<file path="src/rtl/ninjakun_inp_mp.sv">
// Dual-CPU input multiplexer: synchronized control panels, VBLK edge flags and
// inter-CPU sync flags, readable by both CPUs through a 3-bit address map.
// Optional panel debounce is enabled by defining NINJAKUN_INP_DEBOUNCE_EN.
module ninjakun_inp_mp #(
    parameter int unsigned NPANEL = 2,
    parameter int unsigned NFLAG  = 2,
    parameter int unsigned DBW    = 8
) (
    input  logic                INPCL,
    input  logic                RESET_N,
    input  logic [8*NPANEL-1:0] CTRi,
    input  logic                VBLK,
    input  logic [2:0]          AD0,
    input  logic [2:0]          AD1,
    input  logic [7:0]          OD0,
    input  logic [7:0]          OD1,
    input  logic                WR0,
    input  logic                WR1,
    input  logic                RD0,
    input  logic                RD1,
    output logic [7:0]          INPD0,
    output logic [7:0]          INPD1
);

    localparam int unsigned PW       = 8 * NPANEL;
    localparam logic [2:0]  AddrFlag = 3'(NPANEL);
    localparam logic [2:0]  AddrVbe  = 3'(NPANEL + 1);

    logic [PW-1:0]    ctr_s1_q, ctr_s2_q;
    logic [PW-1:0]    deb;
    logic             vblk_s1_q, vblk_s2_q, vblk_p_q;
    logic [NFLAG-1:0] flag_q, flag_d;
    logic             vbe0_q, vbe0_d, vbe1_q, vbe1_d;
    logic             wr0_hit, wr1_hit, rd0_hit, rd1_hit, vblk_rise;
    logic [7:0]       flag_word, vbe_word;
    logic             unused_od;

    // Bits of the write data above the flag field carry no meaning.
    assign unused_od = ^{OD0[7:NFLAG], OD1[7:NFLAG]};

    // Two-flop synchronizers for the asynchronous panels and VBLK.
    always_ff @(posedge INPCL or negedge RESET_N) begin
        if (!RESET_N) begin
            ctr_s1_q  <= '1;
            ctr_s2_q  <= '1;
            vblk_s1_q <= 1'b0;
            vblk_s2_q <= 1'b0;
        end else begin
            ctr_s1_q  <= CTRi;
            ctr_s2_q  <= ctr_s1_q;
            vblk_s1_q <= VBLK;
            vblk_s2_q <= vblk_s1_q;
        end
    end

`ifdef NINJAKUN_INP_DEBOUNCE_EN
    logic [DBW-1:0] div_q;
    logic [PW-1:0]  samp_q, deb_q, deb_d, agree;
    logic           tick;

    // Tick on the cycle the divider wraps from all-ones back to zero.
    assign tick = &div_q;

    // A bit only moves when the current and previous tick samples agree.
    always_comb begin
        agree = ~(ctr_s2_q ^ samp_q);
        deb_d = (agree & ctr_s2_q) | (~agree & deb_q);
    end

    // Divider, tick sampler and debounced panel state.
    always_ff @(posedge INPCL or negedge RESET_N) begin
        if (!RESET_N) begin
            div_q  <= '0;
            samp_q <= '1;
            deb_q  <= '1;
        end else begin
            div_q <= div_q + 1'b1;
            if (tick) begin
                samp_q <= ctr_s2_q;
                deb_q  <= deb_d;
            end
        end
    end

    assign deb = deb_q;
`else
    logic [DBW-1:0] unused_dbw;

    assign unused_dbw = '0;
    assign deb        = ctr_s2_q;
`endif

    assign wr0_hit   = WR0 && (AD0 == AddrFlag);
    assign wr1_hit   = WR1 && (AD1 == AddrFlag);
    assign rd0_hit   = RD0 && (AD0 == AddrVbe);
    assign rd1_hit   = RD1 && (AD1 == AddrVbe);
    assign vblk_rise = vblk_s2_q && !vblk_p_q;

    // Flag updates: CPU1 is applied last so it wins any same-cycle conflict.
    always_comb begin
        flag_d = flag_q;
        for (int k = 0; k < NFLAG; k++) begin
            if (wr0_hit && OD0[k]) flag_d[k] = (k % 2 == 0);
            if (wr1_hit && OD1[k]) flag_d[k] = (k % 2 != 0);
        end
    end

    // VBLK edge sets both VBE bits; a read clears only its own, and set wins.
    always_comb begin
        vbe0_d = vblk_rise ? 1'b1 : (rd0_hit ? 1'b0 : vbe0_q);
        vbe1_d = vblk_rise ? 1'b1 : (rd1_hit ? 1'b0 : vbe1_q);
    end

    // Flag, VBE and VBLK edge-detect state.
    always_ff @(posedge INPCL or negedge RESET_N) begin
        if (!RESET_N) begin
            flag_q   <= '0;
            vbe0_q   <= 1'b0;
            vbe1_q   <= 1'b0;
            vblk_p_q <= 1'b0;
        end else begin
            flag_q   <= flag_d;
            vbe0_q   <= vbe0_d;
            vbe1_q   <= vbe1_d;
            vblk_p_q <= vblk_s2_q;
        end
    end

    // Status words shared by both read ports.
    always_comb begin
        flag_word             = '0;
        flag_word[NFLAG+1:2]  = flag_q;
        flag_word[1]          = ~vblk_s2_q;
        vbe_word              = {6'b0, vbe1_q, vbe0_q};
    end

    function automatic logic [7:0] rd_mux(input logic [2:0]    ad,
                                          input logic [PW-1:0] pan,
                                          input logic [7:0]    fw,
                                          input logic [7:0]    vw);
        logic [7:0] r;
        r = 8'hFF;
        for (int p = 0; p < NPANEL; p++) begin
            if (ad == 3'(p)) r = pan[8*p +: 8];
        end
        if (ad == AddrFlag) r = fw;
        if (ad == AddrVbe)  r = vw;
        return r;
    endfunction

    assign INPD0 = rd_mux(AD0, deb, flag_word, vbe_word);
    assign INPD1 = rd_mux(AD1, deb, flag_word, vbe_word);

endmodule

</file>
<file path="config.mk">
export PLATFORM = sky130hd
export DESIGN_NAME = ninjakun_inp_mp
export DESIGN_NICKNAME = d
export VERILOG_FILES = /design/src/rtl/ninjakun_inp_mp.sv
export SDC_FILE = /design/constraint.sdc
export NUM_CORES = 1
export LEC_CHECK = 0
export BUFFER_PORTS_ARGS = -buffer_cell sky130_fd_sc_hd__buf_2
export CORE_UTILIZATION = 50
export DETAILED_ROUTE_END_ITERATION = 7
export GPL_TIMING_DRIVEN = 0
export PLACE_DENSITY = 0.83
export SYNTH_ARGS = -nofsm -noshare
export SYNTH_HDL_FRONTEND = slang
export SYNTH_SLANG_ARGS = --single-unit
</file>
<file path="constraint.sdc">
create_clock -name INPCL -period 1.6 [get_ports INPCL]
set_input_delay 0.16 -clock INPCL [delete_from_list [all_inputs] [get_ports INPCL]]
set_output_delay 0.16 -clock INPCL [all_outputs]
set_load 0.01 [all_outputs]
</file>
# After elaboration in Yosys (flattened, before gate mapping)
# Index checks and enable logic that the tools add are counted.
dict set report word_totals {
  ff_bits 39
  latchBits 0
  ramBits 0
  romBits 0
  word_cells 48
  memories 0
}
dict set report op_classes {
  addsub 0
  mul 0
  div_mod_pow 0
  order_cmp 0
  n_eq_ne 6
  shift 0
  mux 16
  n_bitwise 1
  reduce_logical 16
}
# operator n
set op_table {}
lappend op_table {{$mux 8} 8}
lappend op_table {{$eq 3x2->1 const B} 4}
lappend op_table {{$logic_and 1x1->1} 9}
lappend op_table {{$mux 1} 8}
lappend op_table {{$reduce_bool 2->1} 4}
lappend op_table {{$eq 3x1->1 const B} 2}
lappend op_table {{$logic_not 3->1} 2}
lappend op_table {{$logic_not 1->1} 1}
lappend op_table {{$not 1->1} 1}

# Depth between registers and ports, before layout
dict set report depth {
  ltp_word 5
  depth_mapped 4
  mapped_depth_nobuf 3
}

# Worst setup path before layout
# No wires, ideal clock.
dict set report synth_path {
  path_type {reg2out}
  startpoint {reg vblk_s2_q}
  endpoint {out INPD0[1]}
  t_arrival_ps 1056
  required_ps 1440
  slack_ps 384
  stages_incl_launch_ff 4
  n_path_buf 0
  path_cell_list {dfrtp_1 inv_1 mux4_2 or2_1}
}
dict set report synth_between {
  elab_chain_len 3
}
# element line_no
set synth_rtl {}
lappend synth_rtl {{from (decl)} 31} ;# logic vblk_s1_q, vblk_s2_q, vblk_p_q;
lappend synth_rtl {{from (signal assigned)} 52} ;# vblk_s2_q <= vblk_s1_q;
lappend synth_rtl {{$not 1->1} 133} ;# flag_word[1] = ~vblk_s2_q;
lappend synth_rtl {{$mux 8} 146} ;# if (ad == AddrFlag) r = fw;
lappend synth_rtl {{$mux 8} 147} ;# if (ad == AddrVbe) r = vw;
lappend synth_rtl {{to (decl)} 21} ;# output logic [7:0] INPD0,
# Every way passes these cells.

# Worst setup path after layout
# Ends and elaborated chain as after synthesis.

==> parameters.txt <==
Parameter                              Value

STA
  Unrepaired setup endpoints after global routing ... true
  Final hold violations ... 0
  Setup_tns ... -0.2910 ns
  Worst path setup slack after routing ... -0.1072 ns
  Crit path time final ... 1.707 ns
  Max Fclk ... 585.7 MHz
  Post-Route Skew ... 0.008289 ns
  Count of pins over their slew limit ... 0
  Slew at the pin closest to its max-slew limit ... 0.7761 ns
  Part of the cycle the worst path needs ... 106.7%
  Count of final setup violators ... 4
  Worst-case headroom to the max-slew limit ... 48.26%

Placement
  Port Buf Inserts ... 45
  GP Congestion ... 0.7992
  Detailed placer's ending HPWL ... 1942 µm
  Cell area after placement ... 0.001745 mm²

Worst setup path
  Arrival time reported for the critical path endpoint ... 1.55 ns
  Reg-to-reg critical path startpoint ... vblk_s2_q$_DFF_PN0_
  Worst endpoint required time ... 1.44 ns
  R2R Path End ... vbe0_q$_DFFE_PN0P_
  CP max FO ... 2
  Length in cells of the worst reg-to-reg path ... 3
  Slack of the worst reg-to-reg path ... 0.81 ns
  Category of the worst setup path capture point ... output port
  Type of element launching the critical path ... flip-flop
  Worst setup path class ... flip-flop to output port

Layout
  Share of final-layout standard cells stronger than drive strength 1 ... 55.81%
  Layout fillers ... 206
  Commonest cells after routing, fill and taps aside ... sky130_fd_sc_hd__buf_2 (48), sky130_fd_sc_hd__dfstp_2 (32), sky130_fd_sc_hd__dlygate4sd3_1 (19)
  Most common cell after layout, fill and taps aside ... sky130_fd_sc_hd__buf_2
  Antenna cell count ... 0
  Final net count ... 216
  P&R area growth vs syn ... 35.22%
  Post-route cell area ... 0.002003 mm²

Floorplanning
  IO Count ... 61
  Number of placement rows ... 19
  Core region area ... 0.002781 mm²
  Initial Utilization ... 53.26%
  X dimension of the die ... 56.43 µm
  Chip Height ... 56.43 µm
  Die Area ... 0.003184 mm²

Global routing
  Total gr overflow ... 0
  Number of antenna violations at the first check in global routing ... 0
  Maximum number of pins on one net before global-route repair ... 40
  Vias in the first global route ... 1126
  GR Util All Layers ... 21.36%
  Wire length of the first global-routing pass ... 4954 µm

Logic synthesis
  Largest family of logic cells by synthesized area ... multiplexers
  Part of the Yosys area used for sequential elements ... 68.58%
  Synth Area in Adders ... 0%
  Library cells used by synthesis ... 26
  Avg Inst Size Synth ... 14.96 µm²
  Post-synth net total ... 144
  Post-Synth Simple-Gate Area ... 5.321%
  Complex-gate fraction of the synthesized area ... 10.05%
  Post-synthesis cell count ... 99
  Synthesized cell area ... 0.001481 mm²
  Mux cell area share after synthesis ... 12.67%
  Number of flip-flops and latches in the synthesized netlist ... 39
  Synth Warn # ... 0
  Area share of xor/xnor cells in the synthesized design ... 0%

Min path
  Class of the worst hold path ... input pin to flip-flop
  Launch point of the worst hold path ... OD1[1]
  Worst hold path stage count ... 2
  Worst-case hold path end point ... flag_q[1]$_DFFE_PN0P_

Clock network
  Library cell used as clock root buffer ... sky130_fd_sc_hd__clkbuf_4
  TritonCTS buffer count ... 5
  Sink Count ... 39
  Max H-tree Level ... 2
  CTS tree ... yes
  Clock-pin transition on the worst setup and hold timing paths ... 0.10 ns
  Clock latency on the worst-skew pair ... 0.34 ns
  Maximum root-to-sink buffer count ... 2

Drt
  Total number of vias ... 1055
  Average wire per cell in the routed design ... 14.54 µm
  Remaining antenna violation count after routing ... 0
  DRC errors left ... 0
  Detailed-route vias per instance ... 5.197
  Number of optimization iterations in the first detailed-route pass ... 4
  Initial DRC Count ... 39
  Wire length after detailed routing ... 2951 µm

Outcome
  Result of the run ... complete, but fails checks
  Violations in the final reports ... setup timing

Pwr
  Leakage Power ... 0.9125 nW
  Internal Pwr Total ... 1.388 mW
  Sequential share of power ... 60.4%
  Power per Cell Area ... 917.8 mW/mm²
  Net switching share of the total power ... 24.50%
  Power share of the combinational group ... 14.8%
  Overall power ... 1.839 mW
  Maximum vdd ir drop ... 0.0008775 V
  Clock network fraction of design power ... 24.8%
  Psw ... 0.4505 mW

Job
  Max Cap Violations ... 0
==> worst max-delay path, cell delays in order (launching register included) <==
cell,delay (ns)
sky130_fd_sc_hd__dfrtp_1,0.37
sky130_fd_sc_hd__inv_1,0.06
sky130_fd_sc_hd__mux4_2,0.44
sky130_fd_sc_hd__or2_1,0.21
sky130_fd_sc_hd__buf_2,0.13
==> registers in the layout, indices dropped and copies added (netlist names) <==
register / cells
vbe1_q: 1
vblk_s2_q: 1
flag_q: 2
ctr_s1_q: 16
ctr_s2_q: 16
vblk_p_q: 1
vbe0_q: 1
vblk_s1_q: 1
==> cell type report <==
type	count	area [µm²]	area share (%)
flip-flops and latches	39	1016	50.72
repair buffers	65	422.9	21.11
well taps	31	38.79	1.936
multi-input cells	52	422.9	21.11
inverters	2	12.51	0.6246
plain buffers	6	37.54	1.874
clock buffers	5	37.54	1.874
clock inverters	3	15.01	0.7495
==> cell usage after synthesis <==
library cell | count | area (µm²)
sky130_fd_sc_hd__a22o_1 | 1 | 8.760
sky130_fd_sc_hd__a221o_1 | 2 | 20.02
sky130_fd_sc_hd__clkbuf_1 | 1 | 3.750
sky130_fd_sc_hd__a21oi_1 | 4 | 20.02
sky130_fd_sc_hd__o21ai_0 | 4 | 20.02
sky130_fd_sc_hd__nor2b_1 | 1 | 6.260
sky130_fd_sc_hd__dfstp_2 | 32 | 840.8
sky130_fd_sc_hd__mux2_2 | 2 | 22.52
sky130_fd_sc_hd__inv_6 | 1 | 8.760
sky130_fd_sc_hd__nand2_1 | 5 | 18.77
sky130_fd_sc_hd__mux4_2 | 2 | 45.04
sky130_fd_sc_hd__nor2_1 | 2 | 7.510
sky130_fd_sc_hd__nor4bb_1 | 1 | 10.01
sky130_fd_sc_hd__buf_6 | 1 | 11.26
sky130_fd_sc_hd__buf_4 | 1 | 7.510
sky130_fd_sc_hd__or2_1 | 2 | 12.51
sky130_fd_sc_hd__nor4b_1 | 1 | 8.760
sky130_fd_sc_hd__dfrtp_1 | 7 | 175.2
sky130_fd_sc_hd__mux2i_1 | 12 | 120.1
sky130_fd_sc_hd__o31ai_1 | 1 | 7.510
sky130_fd_sc_hd__a31oi_1 | 2 | 12.51
sky130_fd_sc_hd__buf_2 | 3 | 15.01
sky130_fd_sc_hd__o21bai_1 | 8 | 60.06
sky130_fd_sc_hd__nand2b_1 | 1 | 6.260
sky130_fd_sc_hd__inv_1 | 1 | 3.750
sky130_fd_sc_hd__nand4b_1 | 1 | 8.760
==> worst max-delay path by stage <==
stage                     depth (start not counted)        to           startpoint  slack, ns
after floorplan                                   3  INPD0[1]  vblk_s2_q$_DFF_PN0_       0.38
after global placement                            4  INPD0[1]  vblk_s2_q$_DFF_PN0_       0.26
after detailed placement                          4  INPD0[1]  vblk_s2_q$_DFF_PN0_       0.25
after CTS                                         3  INPD0[1]   vbe1_q$_DFFE_PN0P_      -0.13
after global routing                              4  INPD1[1]  vblk_s2_q$_DFF_PN0_      -0.17
final                                             4  INPD0[1]  vblk_s2_q$_DFF_PN0_      -0.11
==> power groups by stage <==
stage | clock network (mW) | logic, mW | registers, mW
floorplan | 0 | 0.127 | 1.12
global placement | 0 | 0.221 | 1.12
detailed placement | 0 | 0.233 | 1.13
CTS | 0.476 | 0.274 | 1.11
global route | 0.517 | 0.298 | 1.11
finish | 0.455 | 0.273 | 1.11
==> per-layer routing <==
metal	wire (µm)	track usage (%)	up-vias
met5	0	0	-
met3	183	4.608	8
met4	65	11.50	0
li1	-	-	499
met1	1152	24.37	505
met2	1550	37.14	43
==> what timing repair did <==
item / in CTS / in global routing
setup buffers: 1 / 0
hold buffers: 19 / 0
endpoints found under the hold margin: 25 / 0
pin swaps: 2 / 0
resized for setup: 2 / 0
setup endpoints to repair: 4 / 4
==> logic make-up after synthesis <==
group | Yosys count
flops | 39
compound gates | 22
mux | 16
simple gates | 14
buf+inv | 8
==> through the flow <==
stage	hold WS (ns)	instances	util, %	setup WS (ns)
2_1_floorplan	-0.1356	99	-	0.3836
3_3_place_gp	0.2630	175	62.75	0.2626
3_5_place_dp	0.2661	175	62.75	0.2531
4_1_cts	0.05520	203	72.02	-0.1267
5_1_grt	0.06313	203	72.02	-0.1700
6_report	0.07199	203	72.02	-0.1072
Power figures use the tool's default switching activity.
